<file path="src/rtl/fetch_stage_if.sv">
// Fetch stage bus: redirect, decode stall, imem port, IF/ID outputs.
// master is the fetch stage, slave is the pipeline/memory around it.
interface fetch_stage_if;
  logic        redirect_valid;
  logic [31:0] redirect_pc;
  logic        id_stall;
  logic        imem_req;
  logic [31:0] imem_addr;
  logic        imem_gnt;
  logic        imem_rvalid;
  logic [31:0] imem_rdata;
  logic        if_id_valid;
  logic [31:0] if_id_instr;
  logic [31:0] if_id_pc;

  modport master (
    input  redirect_valid,
    input  redirect_pc,
    input  id_stall,
    input  imem_gnt,
    input  imem_rvalid,
    input  imem_rdata,
    output imem_req,
    output imem_addr,
    output if_id_valid,
    output if_id_instr,
    output if_id_pc
  );

  modport slave (
    output redirect_valid,
    output redirect_pc,
    output id_stall,
    output imem_gnt,
    output imem_rvalid,
    output imem_rdata,
    input  imem_req,
    input  imem_addr,
    input  if_id_valid,
    input  if_id_instr,
    input  if_id_pc
  );
endinterface

</file>
<file path="src/rtl/fetch_stage.sv">
// fetch_stage: single-outstanding instruction fetch with a one-entry
// skid buffer and redirect/flush handling feeding the IF/ID register.
module fetch_stage #(
  parameter logic [31:0] RESET_PC  = 32'h0000_0000,
  parameter logic [31:0] NOP_INSTR = 32'h0000_0013
) (
  input  logic          clk,
  input  logic          rst_n,
  fetch_stage_if.master bus
);

  typedef enum logic [1:0] {
    FETCH,
    WAIT,
    HOLD
  } state_e;

  typedef struct packed {
    logic        valid;
    logic [31:0] instr;
    logic [31:0] pc;
  } if_id_t;

  state_e      state;
  logic [31:0] pc;
  logic [31:0] req_pc;
  logic [31:0] rbuf;
  logic [31:0] rbuf_pc;
  logic        drop;
  logic        req_en;
  if_id_t      if_id;

  logic accept;
  logic grant;

  assign accept = !bus.id_stall || !if_id.valid;
  assign grant  = bus.imem_req && bus.imem_gnt;

  // req_en keeps the request low for the first cycle out of reset
  assign bus.imem_req    = req_en && (state == FETCH);
  assign bus.imem_addr   = pc;
  assign bus.if_id_valid = if_id.valid;
  assign bus.if_id_instr = if_id.instr;
  assign bus.if_id_pc    = if_id.pc;

  always_ff @(posedge clk) begin
    if (!rst_n) begin
      state   <= FETCH;
      pc      <= RESET_PC;
      req_pc  <= '0;
      rbuf    <= '0;
      rbuf_pc <= '0;
      drop    <= 1'b0;
      req_en  <= 1'b0;
      if_id   <= {1'b0, NOP_INSTR, 32'h0};
    end else if (bus.redirect_valid) begin
      req_en      <= 1'b1;
      pc          <= bus.redirect_pc & 32'hFFFF_FFFC;
      if_id.valid <= 1'b0;
      if_id.instr <= NOP_INSTR;
      // an in-flight request must still be retired, but its data dropped
      unique case (state)
        FETCH: begin
          if (grant) begin
            state <= WAIT;
            drop  <= 1'b1;
          end
        end
        WAIT: begin
          state <= bus.imem_rvalid ? FETCH : WAIT;
          drop  <= !bus.imem_rvalid;
        end
        HOLD:    state <= FETCH;
        default: state <= FETCH;
      endcase
    end else begin
      req_en <= 1'b1;
      if (!bus.id_stall) begin
        if_id.valid <= 1'b0;
        if_id.instr <= NOP_INSTR;
      end
      unique case (state)
        FETCH: begin
          if (grant) begin
            req_pc <= pc;
            pc     <= pc + 32'd4;
            state  <= WAIT;
          end
        end
        WAIT: begin
          if (bus.imem_rvalid) begin
            unique case (1'b1)
              drop: begin
                drop  <= 1'b0;
                state <= FETCH;
              end
              !drop && accept: begin
                if_id <= {1'b1, bus.imem_rdata, req_pc};
                state <= FETCH;
              end
              default: begin
                rbuf    <= bus.imem_rdata;
                rbuf_pc <= req_pc;
                state   <= HOLD;
              end
            endcase
          end
        end
        HOLD: begin
          if (!bus.id_stall) begin
            if_id <= {1'b1, rbuf, rbuf_pc};
            state <= FETCH;
          end
        end
        default: state <= FETCH;
      endcase
    end
  end

endmodule

</file>
<file path="src/flat_wrapper.sv">
// flat-port wrapper written by rule: the top's interface ports become plain ports
module fetch_stage_flat 
#(
  parameter logic [31:0] RESET_PC  = 32'h0000_0000,
  parameter logic [31:0] NOP_INSTR = 32'h0000_0013
)
  (clk, rst_n, bus_redirect_valid, bus_redirect_pc, bus_id_stall, bus_imem_gnt, bus_imem_rvalid, bus_imem_rdata, bus_imem_req, bus_imem_addr, bus_if_id_valid, bus_if_id_instr, bus_if_id_pc);
  fetch_stage_if bus_i ();
  input  logic clk;
  input  logic rst_n;
  input wire logic [$bits(bus_i.redirect_valid)-1:0] bus_redirect_valid;
  input wire logic [$bits(bus_i.redirect_pc)-1:0] bus_redirect_pc;
  input wire logic [$bits(bus_i.id_stall)-1:0] bus_id_stall;
  input wire logic [$bits(bus_i.imem_gnt)-1:0] bus_imem_gnt;
  input wire logic [$bits(bus_i.imem_rvalid)-1:0] bus_imem_rvalid;
  input wire logic [$bits(bus_i.imem_rdata)-1:0] bus_imem_rdata;
  output wire logic [$bits(bus_i.imem_req)-1:0] bus_imem_req;
  output wire logic [$bits(bus_i.imem_addr)-1:0] bus_imem_addr;
  output wire logic [$bits(bus_i.if_id_valid)-1:0] bus_if_id_valid;
  output wire logic [$bits(bus_i.if_id_instr)-1:0] bus_if_id_instr;
  output wire logic [$bits(bus_i.if_id_pc)-1:0] bus_if_id_pc;
  assign bus_i.redirect_valid = bus_redirect_valid;
  assign bus_i.redirect_pc = bus_redirect_pc;
  assign bus_i.id_stall = bus_id_stall;
  assign bus_i.imem_gnt = bus_imem_gnt;
  assign bus_i.imem_rvalid = bus_imem_rvalid;
  assign bus_i.imem_rdata = bus_imem_rdata;
  assign bus_imem_req = bus_i.imem_req;
  assign bus_imem_addr = bus_i.imem_addr;
  assign bus_if_id_valid = bus_i.if_id_valid;
  assign bus_if_id_instr = bus_i.if_id_instr;
  assign bus_if_id_pc = bus_i.if_id_pc;
  fetch_stage #(.RESET_PC(RESET_PC), .NOP_INSTR(NOP_INSTR)) u_core (.clk(clk), .rst_n(rst_n), .bus(bus_i));
endmodule
</file>
<file path="config.mk">
export PLATFORM = sky130hd
export DESIGN_NAME = fetch_stage_flat
export DESIGN_NICKNAME = d
export VERILOG_FILES = /design/src/rtl/fetch_stage_if.sv /design/src/rtl/fetch_stage.sv /design/src/flat_wrapper.sv
export SDC_FILE = /design/constraint.sdc
export NUM_CORES = 1
export LEC_CHECK = 0
export BUFFER_PORTS_ARGS = -buffer_cell sky130_fd_sc_hd__buf_2
export CAP_MARGIN = 15
export CORE_MARGIN = 5
export CORE_UTILIZATION = 45
export DETAILED_ROUTE_END_ITERATION = 6
export PLACE_DENSITY = 0.67
export SLEW_MARGIN = 20
export SYNTH_ARGS = -nofsm -noshare
export SYNTH_HDL_FRONTEND = slang
export SYNTH_SLANG_ARGS = --single-unit
</file>
<file path="constraint.sdc">
create_clock -name clk -period 6.05 [get_ports clk]
set_input_delay 0.3025 -clock clk [delete_from_list [all_inputs] [get_ports clk]]
set_output_delay 0.3025 -clock clk [all_outputs]
set_load 0.03 [all_outputs]
</file>
Yosys cells after proc, flatten, opt, wreduce, memory -nomap -nowiden --
Index checks and enable logic that the tools add are counted.
Word-level totals: register bits after elaboration 197, latch bits 0, RAM bits 0, memory bits (read-only) 0, output and inout bits 98, logic and storage cells 69, memories kept 0
Operators by class: add/sub/neg operators 1, $mul 0, div/mod/pow operators 0, order comparisons 0, eq/ne operators 8, shift-type cells 0, muxes and demuxes 22, bitwise gates (word level) 3, reductions and logical operators 24
Operator list (number):
- 65-bit 2-to-1 mux | 3
- 65-bit case mux with 2 select lines | 1
- 32-bit 2-to-1 mux | 3
- 33-bit 2-to-1 mux | 1
- 32-bit by 3-bit adder with 32-bit output, second input constant | 1
- 2-bit nonzero test | 6
- 2-bit 2-to-1 mux | 5
- 4-bit AND reduction | 2
- 1-bit 2-to-1 mux | 6
- 3-bit != test, second input constant | 2
- 2-bit case mux with 3 select lines | 1
- 2-bit AND reduction | 3
- 5-bit AND reduction | 1
- 1-bit logical NOT | 4
- 2-bit != test, second input constant | 2
- 2-bit case mux with 2 select lines | 1
- 2-bit OR reduction | 2
- 1-bit logical AND | 3
- 3-bit by 2-bit != test with 1-bit output, second input constant | 1
- 1-bit inverter | 3
- 3-bit AND reduction | 1
- 2-bit by 1-bit == test with 1-bit output, second input constant | 1
- 2-bit == test, second input constant | 1
- 2-bit logical NOT | 1
- 3 further kinds | 3

Longest topological paths before layout --
Gate-level depths: netlist of run 1.
word-level depth 8, gate-level depth with buffers 8

Worst setup path before layout of run 1 --
No wires, ideal clock.
path type flip-flop to flip-flop, start reg u_core.pc[8], in the netlist u_core.bus.imem_addr[8], end reg u_core.pc[20], in the netlist u_core.bus.imem_addr[20], data arrival time 2.102 ns, required time 5.976 ns, setup slack 3.873 ns, cell stages (with the launch flop) 6, cell sequence dfxtp_1 -> nand4_2 -> or4_4 -> buf_6 -> or4_1 -> a31oi_1
On the way: word-level cells in the longest chain between the ends 4
RTL lines:
- start: declaration | line fetch_stage.sv:25 | logic [31:0] pc;
- start signal: assignment | line fetch_stage.sv:58 | pc <= bus.redirect_pc & 32'hFFFF_FFFC;
- start signal: assignment | line fetch_stage.sv:86 | pc <= pc + 32'd4;
- 32-bit by 3-bit adder with 32-bit output | line fetch_stage.sv:86
- 32-bit 2-to-1 mux | line fetch_stage.sv:84 | if (grant) begin
- 32-bit 2-to-1 mux | line fetch_stage.sv:82 | unique case (state)
- 32-bit 2-to-1 mux | line fetch_stage.sv:56 | end else if (bus.redirect_valid) begin
Every way passes these cells. The select of a mux whose other input is x is not followed. A chain may end at the register's enable or synchronous reset.

Final worst setup path of run 1 --
start reg u_core.state[1], end reg u_core.rbuf_pc[7]
On the way: word-level cells in the longest chain between the ends 2
RTL lines:
- start: declaration | line fetch_stage.sv:24 | state_e state;
- start signal: assignment | line fetch_stage.sv:70 | state <= bus.imem_rvalid ? FETCH : WAIT;
- 2-bit by 1-bit == test with 1-bit output | line fetch_stage.sv:82
- 4-bit AND reduction (no source line)
- end signal: assignment | line fetch_stage.sv:103 | rbuf_pc <= req_pc;
- end: declaration | line fetch_stage.sv:28 | logic [31:0] rbuf_pc;
Every way passes these cells.

==> results of run 1 <==
-- worst paths after layout --
kind                                    startpoint  cells after the start                      end
worst max-delay path               u_core.state[1]                      6        u_core.rbuf_pc[7]
worst max register to register     u_core.state[1]                      6        u_core.rbuf_pc[7]
worst min register to register   u_core.rbuf_pc[3]                      2        u_core.rbuf_pc[3]
worst min-delay path            bus_redirect_pc[4]                      3  u_core.bus.imem_addr[4]
-- worst max-delay path, cell delays in order, from the launching register on --
cell	delay [ns]
dfxtp_1	0.32
inv_1	0.07
ha_1	0.80
nand4_1	0.99
buf_4	0.57
nand2_1	0.12
a21oi_1	0.07
-- stage by stage --
step / area, µm² / setup WS, ns
2_1_floorplan: 8330 / 3.87
3_3_place_gp: 9210 / 3.03
3_5_place_dp: 9210 / 2.95
4_1_cts: 9770 / 2.94
5_1_grt: 9790 / 2.68
6_report: 9790 / 2.93
-- layer usage --
layer / GRT usage [%] / wire [µm]
met2: 37.1 / 11800
met3: 5.39 / 1730
met4: 7.43 / 352
met5: 0 / 0
met1: 30.1 / 11300
-- logic make-up (layout without fill, tap and decap cells) --
family / after synthesis / in the layout / share of synthesized area, %
simple gates: 366 / 366 / 21.8
other cells: 1 / 7 / 0.0451
compound gates: 343 / 343 / 26.0
xor+xnor: 10 / 10 / 1.05
flops: 189 / 189 / 45.5
buf+inv: 99 / 217 / 4.75
fa+ha+maj: 4 / 4 / 0.602
mux: 2 / 2 / 0.241
-- state kept, by name, indices dropped and copies added, names as in the netlist --
name	cells
u_core.bus.if_id_instr	32
u_core.rbuf_pc	30
u_core.req_pc	30
u_core.req_en	1
u_core.drop	1
u_core.bus.if_id_valid	1
u_core.state	2
u_core.bus.imem_addr	30
u_core.rbuf	32
u_core.bus.if_id_pc	30
-- power by group through the flow --
stage | Sequential (mW) | Combinational, mW | Clock (mW)
final | 1.30 | 0.232 | 1.08
after global routing | 1.31 | 0.250 | 1.15
after CTS | 1.30 | 0.230 | 1.09
after detailed placement | 1.33 | 0.229 | 0
after global placement | 1.33 | 0.228 | 0
after floorplan | 1.35 | 0.120 | 0
-- placed cells by master, fill, tap and decap left out, drive strengths merged, types with 15 or more instances in the layout --
master     n
buf      178
a21oi    132
nor3b     17
nor2      15
a22oi     58
and4      28
clkbuf    19
dfxtp    189
nand3     29
o21ai     49
nand2    205
o2bb2ai   30
a21o      15
-- area by class of cell --
| type | instances | area (µm²) |
|---|---|---|
| Antenna cell | 3 | 7.51 |
| Timing Repair Buffer | 178 | 933 |
| Sequential cell | 189 | 3780 |
| Clock inverter | 13 | 126 |
| Inverter | 7 | 26.3 |
| Clock buffer | 19 | 443 |
| Fill cell | 1723 | 8300 |
| Tap cell | 229 | 287 |
| Multi-Input combinational cell | 729 | 4180 |
==> impl_metrics.ini, run 1 <==
[outcome]
status = finished clean

[clock_network]
cts_buffers = 17
cts_tree = built
clk_path_buf_depth = 2
clkTransAtPathRegs_ns = 0.08
clock_latency_ns = 0.43
cts_setup_buffers = 0
ctsResizeCount = 0
root_buffer = clkbuf_16
htreeDepth = 4
hold_buffers = 0
cts.sinks = 189

[hold_path]
hold_path_class = input port to register

[final_layout]
area_growth_pct = 17.6
final_util_pct = 54.1
final_cells = 1367
layout-drive-gt1-share_pct = 19.9
nets = 1196

[sta]
maxSlewHeadroom_pct = 27.8
period_needed_ns = 3.12
setup_viol = 0
grt_setup_unrepaired = no
finalSetupTns_ns = 0
finalMaxSlewViolations = 0
skew_ns = 0.0140
finalCritPeriodShare_pct = 51.6
tightest_slew_ns = 1.08
hold_violations = 0
whs_ns = 0.101
max_freq_mhz = 320

[synthesis]
synth.area.top_cells = dfxtp_1, nand2_1, a21oi_1
yosys_warnings = 0
synthTopCellsByCount = nand2_1, dfxtp_1, a21oi_1
synthFlopType = dfxtp_1
avgSynthCellArea_um2 = 8.21
synth_cell_types = 50
syn-cell-area_um2 = 8320
synth-edff-count = 0
synth-seq-cells = 189
synthArstFlopShare_pct = 0
synth_top_cell_area_share_pct = 45.5
yosys.area.top_type = dfxtp_1
yosys.cell_count.top_type = nand2_1
synth_seq_area_share_pct = 45.5
syn_inst = 1014

[die]
fp.dieH_um = 146
rows = 49
core_area_um2 = 18100
die_area_um2 = 21300
initial_core_util_pct = 46.0
die_x_um = 146
io_pins = 168

[power]
p_switching_mw = 0.725
power_density_nw_per_um2 = 267
switching_share_pct = 27.7
combPwrFrac_pct = 8.9
pwr-share-seq_pct = 49.8
total_power_mw = 2.61
ir_drop_mv = 0.203
p_leak_nw = 3.45
power_frac_clock_pct = 41.3
p_int_mw = 1.89

[detailed_routing]
route.vias.total = 8048
drcViolationCount = 0
postRouteAntennaNets = 0
drt_iter0_markers = 655
avgRoutedWirePerCell_um = 18.4
vias_per_cell = 5.89
wl_um = 25200
firstDrtPassIters = 5

[global_route]
grt_pass1_wl_um = 40300
grt_max_degree = 68
antenna_found_initial = 2
grt_usage_pct = 22.8
grt_remaining_overflow = 0
grt_pass1_vias = 7617

[worst_setup_path]
critPathKind = register to register
rrSetupSlack_ns = 2.93
critical_path_required_ns = 6.33
start_kind = register
crit_path_end_kind = register
critical_path_arrival_ns = 3.40
path_max_fanout = 31

[place]
dp.cells = 1332
port_buffers = 161
dp_hpwl_um = 16300
place_congestion = 0.792

[job]
cap_violations = 0
No activity file was read; power rests on OpenSTA's default activity.
==> inputs of run 2 (changes only) <==
Clock period 6.05 ns to 2.9 ns, I/O delays scaled along.
==> impl_metrics.ini, run 2 (synthesis gave the netlist of run 1 again) <==
[sta]
period_needed_ns = 2.16
finalCritPeriodShare_pct = 74.4
skew_ns = 0.0102
max_freq_mhz = 463
setup_viol = 0
tightest_slew_ns = 0.724
grt_setup_unrepaired = no
finalSetupTns_ns = 0
finalMaxSlewViolations = 0
maxSlewHeadroom_pct = 51.7
hold_violations = 0

[place]
dp.cells = 1348
placed_cell_area_um2 = 9340
port_buffers = 161
place_congestion = 0.817
dp_hpwl_um = 16800

[die]
rows = 49
initial_core_util_pct = 46.0
die_x_um = 146
fp.dieH_um = 146
io_pins = 168
die_area_um2 = 21300
core_area_um2 = 18100

[detailed_routing]
drt_iter0_markers = 600
drcViolationCount = 0
route.vias.total = 8340
postRouteAntennaNets = 0
avgRoutedWirePerCell_um = 18.2
wl_um = 26000
firstDrtPassIters = 5
vias_per_cell = 5.84

[global_route]
grt_remaining_overflow = 0
grt_usage_pct = 23.7
grt_max_degree = 63
antenna_found_initial = 0
grt_pass1_wl_um = 41800
grt_pass1_vias = 7886

[worst_setup_path]
rrSetupSlack_ns = 0.74
slowest_stage = or4_4
critPathMaxStageDelay_ns = 0.64
crit_path_end_kind = register
critPathTopFamily = simple AND/OR/NAND/NOR gates
rr_endpoint = u_core.bus.imem_addr[21]
startpoint = u_core.bus.imem_addr[4]
critical_path_required_ns = 3.28
critical_path_arrival_ns = 2.54
reg2reg_from = u_core.bus.imem_addr[4]
start_kind = register
path_buf_inv = 0
path_max_fanout = 13
crit_chain = nand3_2, or4_4, or4_1, a31oi_1
critPathKind = register to register
worst-r2r-cell-count = 4

[clock_network]
cts_buffers = 17
clk_path_buf_depth = 2
cts_tree = built
ctsResizeCount = 0
clkTransAtPathRegs_ns = 0.08
root_buffer = clkbuf_16
htreeDepth = 4
cts.sinks = 189
clock_latency_ns = 0.44

[final_layout]
multi_input_area_um2 = 4180
fillers = 1615
final_common_cell = nand2_1
nets = 1261
area_growth_pct = 25.8
layout_common_cells = nand2_1, dfxtp_1, buf_2
layout-drive-gt1-share_pct = 20.3
diodes = 0
fin_area_um2 = 10500
final_util_pct = 57.9
ff_latch_area_um2 = 3780
final_cells = 1429

[power]
switching_share_pct = 27.9
p_leak_nw = 3.78
power_frac_clock_pct = 43.6
pwr-share-seq_pct = 46.7
ir_drop_mv = 0.539
p_int_mw = 4.18
power_density_nw_per_um2 = 553
combPwrFrac_pct = 9.7
total_power_mw = 5.79
p_switching_mw = 1.62

[hold_path]
holdPathStages = 3
worstHoldEndpoint = u_core.bus.imem_addr[24]
hold_path_class = input port to register
min-delay-start = bus_redirect_pc[24]

[job]
cap_violations = 0

[outcome]
status = finished clean
==> run 2: area by class of cell <==
class	count	share of cell area [%]
well taps	229	2.74
multi-input cells	729	39.9
clock inverters	15	2.04
inverters	7	0.251
clock buffers	17	4.06
repair buffers	243	14.9
flip-flops and latches	189	36.1
==> run 2: timing repair <==
item / 4_1_cts / 5_1_grt
hold buffers: 49 / 0
buffers inserted: 0 / 0
hold endpoints to repair: 49 / 0
==> run 2: per-stage QoR <==
stage / worst slack, ns / hold WS, ns
floorplan: 0.723 / 0.173
global placement: 0.590 / 0.396
detailed placement: 0.775 / 0.397
CTS: 0.749 / 0.00176
global route: 0.562 / 0.0159
finish: 0.741 / 0.00820
==> run 2: power by group through the flow <==
stage	combinational [mW]	sequential, mW	clock (mW)
final	0.560	2.71	2.52
after global routing	0.604	2.71	2.66
after CTS	0.554	2.71	2.56
after detailed placement	0.501	2.77	0
after global placement	0.499	2.77	0
after floorplan	0.250	2.81	0
==> run 2: worst max path at each step <==
stage | to | slack, ns | cells after the start
finish | u_core.bus.imem_addr[21] | 0.74 | 4
CTS | u_core.bus.imem_addr[15] | 0.75 | 6
global placement | u_core.bus.if_id_instr[12] | 0.59 | 6
global route | u_core.rbuf[31] | 0.56 | 6
detailed placement | u_core.bus.imem_addr[21] | 0.77 | 4
floorplan | u_core.bus.imem_addr[20] | 0.72 | 5
==> run 2: routing by layer <==
metal | global-route usage [%] | part of all wire, % | up-vias
met1 | 31.8 | 44 | 3965
met3 | 5.61 | 7.1 | 33
met2 | 37.7 | 47 | 307
met4 | 8.18 | 1.7 | 0
met5 | 0 | 0 | -
li1 | - | - | 4035
==> run 2: worst register-to-register path: stages (launching register included) <==
cell and delay, ns:
dfxtp_1 0.51, nand3_2 0.26, or4_4 0.64, or4_1 0.53, a31oi_1 0.16
==> inputs of run 3 (changes only) <==
Settings changed: ABC_AREA set to 1, PLACE_DENSITY 0.67 to 0.7.
Clock period 2.9 ns to 1.8 ns, I/O delays scaled along.
==> impl_metrics.ini, run 3 <==
[outcome]
status = finished clean

[hold_path]
hold_path_class = input port to register
min-delay-start = bus_imem_rdata[2]
holdPathStages = 3
worstHoldEndpoint = u_core.rbuf[2]

[sta]
grt_setup_unrepaired = yes
finalCritPeriodShare_pct = 96.4
finalSetupTns_ns = 0
hold_violations = 0
finalMaxSlewViolations = 0
fin_ws_ns = 0.0641
skew_ns = 0.00631
whs_ns = 0.0199
period_needed_ns = 1.74
tightest_slew_ns = 0.892
maxSlewHeadroom_pct = 40.6
max_freq_mhz = 576
setup_viol = 0

[final_layout]
final_common_cell = nand2_1
fin_area_um2 = 11100
layout-drive-gt1-share_pct = 18.4
area_growth_pct = 26.7
fillers = 1807
diodes = 0
nets = 1523
layout_common_cells = nand2_1, dfxtp_1, buf_2

[global_route]
grt_max_degree = 79
grt_pass1_wl_um = 42100
grt_pass1_vias = 8465
grt_remaining_overflow = 0
antenna_found_initial = 1
grt_usage_pct = 22.9

[detailed_routing]
drt_iter0_markers = 655
vias_per_cell = 5.29
firstDrtPassIters = 5
wl_um = 26500
postRouteAntennaNets = 0
route.vias.total = 9124
avgRoutedWirePerCell_um = 15.3
drcViolationCount = 0

[synthesis]
synth.area.top_cells = dfxtp_1, nand2_1, a21oi_1
synth-seq-cells = 189
synthFlopType = dfxtp_1
synth_cell_types = 37
yosys.area.top_type = dfxtp_1
yosys_warnings = 0
synth-edff-count = 0
yosys.cell_count.top_type = nand2_1
synthArstFlopShare_pct = 0
synthTopCellsByCount = nand2_1, dfxtp_1, inv_1
avgSynthCellArea_um2 = 6.99
syn_inst = 1256
synth_seq_area_share_pct = 43.1
synth_top_cell_area_share_pct = 43.1
syn-cell-area_um2 = 8780

[worst_setup_path]
critical_path_arrival_ns = 2.08
path_max_fanout = 41
critPathKind = register to register
reg2reg_from = u_core.state[1]
crit_path_end_kind = register
rr_endpoint = u_core.rbuf_pc[29]
slowest_stage = dfxtp_1
crit_chain = inv_1, ha_2, buf_4, nand2_1, inv_1, nand2_2, inv_4, buf_12, o21ai_1, a21oi_1
start_kind = register
critical_path_required_ns = 2.15
critPathMaxStageDelay_ns = 0.33
worst-r2r-cell-count = 10
cp_common_cell = inv_1
rrSetupSlack_ns = 0.06

[die]
rows = 51
initial_core_util_pct = 45.4
fp.dieH_um = 150
core_area_um2 = 19300
die_x_um = 150
die_area_um2 = 22400
io_pins = 168

[power]
p_leak_nw = 4.47
combPwrFrac_pct = 13.5
ir_drop_mv = 0.668
power_density_nw_per_um2 = 846
switching_share_pct = 26.8
pwr-share-seq_pct = 46.4
p_int_mw = 6.88
p_switching_mw = 2.52
total_power_mw = 9.40
power_frac_clock_pct = 40.1

[clock_network]
cts_setup_buffers = 0
cts_tree = built
clkTransAtPathRegs_ns = 0.07
cts_buffers = 17
htreeDepth = 4
clock_latency_ns = 0.42
clk_path_buf_depth = 2
cts.sinks = 189
root_buffer = clkbuf_16

[place]
dp_hpwl_um = 17400
place_congestion = 0.903
port_buffers = 161
pre_cts_slack_ns = -0.0612
placed_cell_area_um2 = 10000

[job]
cap_violations = 0
-- run 3: final cells by class --
| class | instances | area, µm² | share of cell area, % |
|---|---|---|---|
| clock buffer | 23 | 478 | 4.30 |
| inverter | 164 | 623 | 5.60 |
| clock inverter | 8 | 108 | 0.968 |
| tap | 265 | 332 | 2.98 |
| timing repair buffer | 255 | 1760 | 15.8 |
| sequential | 189 | 3780 | 34.0 |
| multi-input combinational | 822 | 4040 | 36.3 |
-- run 3: worst max path at each step --
stage,slack (ns),start,endpoint,cells after the start
4_1_cts,0.08,u_core.state[1],u_core.bus.if_id_pc[18],9
2_1_floorplan,0.05,u_core.bus.imem_addr[2],u_core.bus.imem_addr[28],10
6_report,0.06,u_core.state[1],u_core.rbuf_pc[29],10
3_3_place_gp,0.08,u_core.state[0],u_core.bus.if_id_pc[21],9
3_5_place_dp,-0.06,u_core.state[1],u_core.bus.if_id_pc[18],9
5_1_grt,-0.07,u_core.state[0],u_core.bus.if_id_instr[8],8
-- run 3: kinds of logic after synthesis --
group | synth area share (%)
adder cells (fa/ha/maj) | 0.570
flip-flops | 43.1
AND/OR/NAND/NOR | 21.0
AO/OA/AOI/OAI | 23.6
other | 0.0427
XOR/XNOR | 0.299
buffers and inverters | 11.5
-- run 3: through the flow --
stage	instances	util, %
after floorplan	1259	-
after global placement	1653	51.9
after detailed placement	1653	51.9
after CTS	1725	57.1
after global routing	1726	57.5
final	1726	57.5
-- run 3: routing by layer --
layer	wire [µm]	vias up	track usage (%)
li1	-	4549	-
met1	11600	4152	30.7
met2	12500	395	38.8
met3	2150	26	4.09
met4	222	2	5.03
met5	11	-	0
-- run 3: power by group through the flow --
| stage | Clock [mW] | Combinational, mW | Sequential [mW] |
|---|---|---|---|
| 2_1_floorplan | 0 | 0.621 | 4.54 |
| 3_3_place_gp | 0 | 1.15 | 4.45 |
| 3_5_place_dp | 0 | 1.16 | 4.46 |
| 4_1_cts | 3.82 | 1.24 | 4.36 |
| 5_1_grt | 4.00 | 1.38 | 4.37 |
| 6_report | 3.77 | 1.27 | 4.36 |
-- run 3: critical path, delay by kind of cell (launching register included) --
kind,cells,cell delay [ns]
simple gates,2,0.23
flops,1,0.33
fa+ha+maj,1,0.21
buf+inv,5,0.65
compound gates,2,0.22
-- run 3: what timing repair did --
| action | CTS | global route |
|---|---|---|
| setup endpoints to repair | 30 | 83 |
| hold buffers | 41 | 0 |
| endpoints found under the hold margin | 43 | 0 |
| cloned | 0 | 1 |
| resized for setup | 2 | 26 |
